File: src/rtl/crc_word_reader_if.sv
// Command, status and RAM read-port signals of crc_word_reader.
// The master drives commands and RAM read data; the slave is the reader itself.
interface crc_word_reader_if #(
   parameter int unsigned SIZE = 12
);
   logic              start;
   logic [SIZE-3:0]   base_addr;
   logic [SIZE-2:0]   len;
   logic              busy;
   logic              done;
   logic [31:0]       crc;
   logic              mem_ren;
   logic [SIZE-3:0]   mem_addr;
   logic [31:0]       mem_dout;

   modport master (
      output start, base_addr, len, mem_dout,
      input  busy, done, crc, mem_ren, mem_addr
   );

   modport slave (
      input  start, base_addr, len, mem_dout,
      output busy, done, crc, mem_ren, mem_addr
   );
endinterface

File: src/rtl/crc_word_reader.sv
// Streams a block of 32-bit words from a 1-cycle-latency RAM and folds each
// one into a reflected CRC-32, one word per cycle, then pulses done.
module crc_word_reader #(
   parameter int unsigned SIZE = 12
) (
   input logic               clk,
   input logic               rst,
   crc_word_reader_if.slave  bus
);
   localparam int unsigned AW = SIZE - 2;
   localparam int unsigned LW = SIZE - 1;
   localparam logic [31:0] Poly = 32'hEDB88320;

   typedef enum logic [1:0] {StIdle, StRead, StDrain, StDone} state_e;

   state_e          state_q, state_d;
   logic [AW-1:0]   addr_q, addr_d;
   logic            ren_q, ren_d;
   logic [LW-1:0]   remain_q, remain_d;
   logic            tag_q;
   logic [31:0]     lfsr_q, lfsr_d;
   logic [31:0]     crc_q, crc_d;
   logic [31:0]     folded;

   // Whole word LSB first, which matches feeding byte lanes 0..3 in order.
   function automatic logic [31:0] crc_fold(input logic [31:0] c, input logic [31:0] w);
      logic [31:0] r;
      r = c ^ w;
      for (int i = 0; i < 32; i++) begin
         r = r[0] ? ((r >> 1) ^ Poly) : (r >> 1);
      end
      return r;
   endfunction

   // Next-state: sequencing FSM, read address generation and CRC accumulation.
   always_comb begin
      state_d  = state_q;
      addr_d   = addr_q;
      ren_d    = ren_q;
      remain_d = remain_q;
      lfsr_d   = lfsr_q;
      crc_d    = crc_q;
      folded   = crc_fold(lfsr_q, bus.mem_dout);
      // tag marks the cycle the RAM presents data for an issued read
      if (tag_q) begin
         lfsr_d = folded;
      end
      unique case (state_q)
         StIdle: begin
            if (bus.start) begin
               lfsr_d = '1;
               if (bus.len == '0) begin
                  crc_d   = '0;
                  state_d = StDone;
               end else begin
                  ren_d    = 1'b1;
                  addr_d   = bus.base_addr;
                  remain_d = bus.len;
                  state_d  = StRead;
               end
            end
         end
         StRead: begin
            if (remain_q == LW'(1)) begin
               ren_d   = 1'b0;
               state_d = StDrain;
            end else begin
               addr_d   = addr_q + AW'(1);
               remain_d = remain_q - LW'(1);
            end
         end
         StDrain: begin
            crc_d   = ~folded;
            state_d = StDone;
         end
         StDone: begin
            state_d = StIdle;
         end
         default: begin
            state_d = StIdle;
         end
      endcase
   end

   // State registers; reset aborts any run and discards in-flight read data.
   always_ff @(posedge clk or posedge rst) begin
      if (rst) begin
         state_q  <= StIdle;
         addr_q   <= '0;
         ren_q    <= 1'b0;
         remain_q <= '0;
         tag_q    <= 1'b0;
         lfsr_q   <= '0;
         crc_q    <= '0;
      end else begin
         state_q  <= state_d;
         addr_q   <= addr_d;
         ren_q    <= ren_d;
         remain_q <= remain_d;
         tag_q    <= ren_q;
         lfsr_q   <= lfsr_d;
         crc_q    <= crc_d;
      end
   end

   assign bus.busy     = (state_q != StIdle);
   assign bus.done     = (state_q == StDone);
   assign bus.crc      = crc_q;
   assign bus.mem_ren  = ren_q;
   assign bus.mem_addr = addr_q;
endmodule
File: src/flat_wrapper.sv
// flat-port wrapper written by rule: the top's interface ports become plain ports
module crc_word_reader_flat 
#(
   parameter int unsigned SIZE = 12
)
  (clk, rst, bus_start, bus_base_addr, bus_len, bus_mem_dout, bus_busy, bus_done, bus_crc, bus_mem_ren, bus_mem_addr);
  crc_word_reader_if #(.SIZE(SIZE)) bus_i ();
  input logic clk;
  input logic rst;
  input wire logic [$bits(bus_i.start)-1:0] bus_start;
  input wire logic [$bits(bus_i.base_addr)-1:0] bus_base_addr;
  input wire logic [$bits(bus_i.len)-1:0] bus_len;
  input wire logic [$bits(bus_i.mem_dout)-1:0] bus_mem_dout;
  output wire logic [$bits(bus_i.busy)-1:0] bus_busy;
  output wire logic [$bits(bus_i.done)-1:0] bus_done;
  output wire logic [$bits(bus_i.crc)-1:0] bus_crc;
  output wire logic [$bits(bus_i.mem_ren)-1:0] bus_mem_ren;
  output wire logic [$bits(bus_i.mem_addr)-1:0] bus_mem_addr;
  assign bus_i.start = bus_start;
  assign bus_i.base_addr = bus_base_addr;
  assign bus_i.len = bus_len;
  assign bus_i.mem_dout = bus_mem_dout;
  assign bus_busy = bus_i.busy;
  assign bus_done = bus_i.done;
  assign bus_crc = bus_i.crc;
  assign bus_mem_ren = bus_i.mem_ren;
  assign bus_mem_addr = bus_i.mem_addr;
  crc_word_reader #(.SIZE(SIZE)) u_core (.clk(clk), .rst(rst), .bus(bus_i));
endmodule
File: config.mk
export PLATFORM = sky130hd
export DESIGN_NAME = crc_word_reader_flat
export DESIGN_NICKNAME = d
export VERILOG_FILES = /design/src/rtl/crc_word_reader_if.sv /design/src/rtl/crc_word_reader.sv /design/src/flat_wrapper.sv
export SDC_FILE = /design/constraint.sdc
export NUM_CORES = 1
export LEC_CHECK = 0
export ABC_CLOCK_PERIOD_IN_PS = 4400
export BUFFER_PORTS_ARGS = -buffer_cell sky130_fd_sc_hd__buf_2
export CAP_MARGIN = 30
export CORE_UTILIZATION = 59
export DETAILED_ROUTE_END_ITERATION = 10
export PLACE_DENSITY_LB_ADDON = 0.1
export SYNTH_ARGS = -nofsm -noshare
export SYNTH_HDL_FRONTEND = slang
export SYNTH_SLANG_ARGS = --single-unit
export TNS_END_PERCENT = 30
File: constraint.sdc
create_clock -name clk -period 4.4 [get_ports clk]
set_clock_uncertainty 0.15 [all_clocks]
set_input_delay 0.44 -clock clk [delete_from_list [all_inputs] [get_ports clk]]
set_output_delay 0.44 -clock clk [all_outputs]
set_load 0.02 [all_outputs]
==> flow_metrics.tcl <==
set metrics [dict create \
    status "finished with violations" \
    failed_checks "DRC" \
    cts_buffers 9 \
    synth_edf_count 0 \
    regToRegStartpoint "u_core.lfsr_q[10]" \
    slew_violations 0 \
    fin_crit_sh_pct 96.2 \
    ys_seq_area_share_pct 31.4 \
    grt_pass1_vias 5388 \
    cts_root_buffer "clkbuf_16" \
    rsz0062_at_grt "false" \
    ant_nets 0 \
    synth.top_cells.by_count "xnor2_1, dfrtp_1, nand2_1" \
    syn_inst 678 \
    multi_input_area_sq_um 4730 \
    grt_overflow 0 \
    grt_pass1_wl_um 30300 \
    cts_resized 0 \
    endpoint_kind "flop" \
    start_util_pct 61.3 \
    netlist_area_sq_um 7090 \
    r2r_slack_ns 0.17 \
    worstPathMaxFanout 5 \
    synth_nets 741 \
    max_freq_ghz 0.236 \
    ioPinCount 101 \
    setup_viol 0 \
    rows 39 \
    path_clk_slew_ns 0.07 \
    netlist-cell-type-count 37 \
    ys_warn_count 0 \
    clock_sinks 89 \
    arrival_ns 4.36 \
    wl_per_cell_um 20.5 \
    grtUsageTotal_pct 32.8 \
    worstHoldEndpoint "u_core.bus.mem_addr[6]" \
    synth_top_flop_cell "dfrtp_1" \
    via_per_inst 5.70 \
    synthTopCellsByArea "dfrtp_1, xnor2_1, xnor3_1, xor2_1, nand2_1" \
    tns_ns 0 \
    tritoncts "done" \
    fp.dieH_um 112 \
    area.growth.synth_to_final_pct 17.1 \
    dpl.hpwl_um 15200 \
    syn_avg_cell_area_sq_um 10.5 \
    drc 2 \
    dieArea_sq_um 12500 \
    die_w_um 112 \
    drive_gt1_share_pct 22.8 \
    critPathRequiredTime_ns 4.53 \
    clock_latency_ns 0.35 \
    n_fill_cell 870 \
    rr_worst_depth 10 \
    design.core.area_sq_um 11600 \
    post-synth-top-count-cell "xnor2_1" \
    first_iter_violations 358 \
    timing_worst_setup_path_type "flop to flop" \
    period_needed_ns 4.23 \
    hold_start "bus_base_addr[6]" \
    startpoint_type "flop" \
    relSlewSlack_pct 52.4 \
    antenna_found_initial 0 \
    vias 5418 \
    tightest_slew_ns 0.712 \
    grt_max_degree 50 \
    reg2reg_to "u_core.bus.crc[18]" \
    synth_top_area_share_pct 31.4 \
    maxCapViolCount 0 \
    hold_depth 3 \
    regArea_sq_um 2230 \
    yosys.area.top_type "dfrtp_1" \
    drt_first_pass_iters 8 \
    gp_congestion 0.959 \
    hold_violations 0 \
    ctsHtreeMaxLevel 3 \
    nNetsFinal 865 \
    hp-class "input pin to flop" \
    ys_ff_latch 89 \
    async_reset_ff_share_pct 100 \
    diodes 0 \
    cts_buffer_depth 2 \
    cts_setup_buffers 0 \
    routed_wl_um 19500 \
    numPortBuffers 100 \
]
==> per-stage QoR <==
step	hold slack, ns	instance area (sq um)	instances	setup WS [ns]	util, %
floorplan	0.326	7090	678	0.617	-
global placement	0.253	7940	931	0.0898	68.7
detailed placement	0.268	7970	932	0.0488	68.9
CTS	0.138	8260	948	0.163	71.4
global route	0.213	8300	950	0.0683	71.7
finish	0.204	8300	950	0.168	71.7
==> worst max-delay path by stage <==
stage	depth (start not counted)	slack, ns	endpoint	from
final	10	0.17	u_core.bus.crc[18]	u_core.lfsr_q[10]
after global routing	10	0.07	u_core.bus.crc[18]	u_core.lfsr_q[10]
after CTS	10	0.16	u_core.bus.crc[18]	u_core.lfsr_q[10]
after detailed placement	11	0.05	u_core.bus.crc[18]	bus_mem_dout[10]
after global placement	11	0.09	u_core.lfsr_q[18]	bus_mem_dout[10]
after floorplan	10	0.62	u_core.lfsr_q[18]	bus_mem_dout[3]
==> logic make-up (layout without fill, tap and decap cells) <==
logic type,Yosys count,count (layout),share of synthesized area (%)
AOI/OAI and AO/OA,127,127,10.2
buffers and inverters,36,165,1.94
muxes,6,6,0.847
and+or+nand+nor,153,153,9.41
adders and majority gates,7,7,1.24
DFF,89,89,31.4
xor gates and xnor gates,260,260,44.9
==> worst max-delay path: stages (launching register included) <==
cell and delay [ns]:
dfrtp_1 0.41, xnor2_1 0.56, xnor3_1 0.61, xnor3_1 0.46
xnor3_2 0.50, xnor2_4 0.31, xnor2_2 0.20, xor3_1 0.42
xnor2_1 0.24, nand2_1 0.13, o21ai_2 0.16
==> layer usage <==
metal	vias up	GRT usage (%)	part of all wire, %
met4	0	10.8	1.5
li1	2532	-	-
met1	2662	46.0	45
met3	20	5.33	6.7
met5	-	0	0
met2	204	52.2	47
==> state kept, by name, indices dropped and copies added, names as in the netlist <==
name	flops
u_core.bus.crc	32
u_core.lfsr_q	32
u_core.remain_q	11
u_core.bus.mem_addr	10
u_core.state_q	2
u_core.bus.mem_ren	1
u_core.tag_q	1
==> what timing repair did <==
item	in CTS	in global routing
setup endpoints to repair	0	0
hold endpoints to repair	0	1
hold buffers	0	1
==> cell usage in the layout, fill, tap and decap left out, drive strengths merged, types with 10 or more instances in the layout <==
cell type	netlist	routed
clkbuf	21	10
buf	4	137
nand2	74	74
nand3	19	19
xnor2	168	168
inv	11	13
xnor3	42	42
nor2	31	31
a21oi	26	26
o22ai	16	16
o21ai	63	63
dfrtp	89	89
xor2	43	43
==> layout make-up <==
type	instances	share of cell area, %
clock inverters	6	0.603
multi-input cells	553	57.0
inverters	11	0.513
repair buffers	138	9.98
flip-flops and latches	89	26.8
well taps	143	2.16
clock buffers	10	2.88
Power is left out: the tool's default activity adds up to more than one toggle a clock period on the data nets, which glitch-free logic cannot reach.
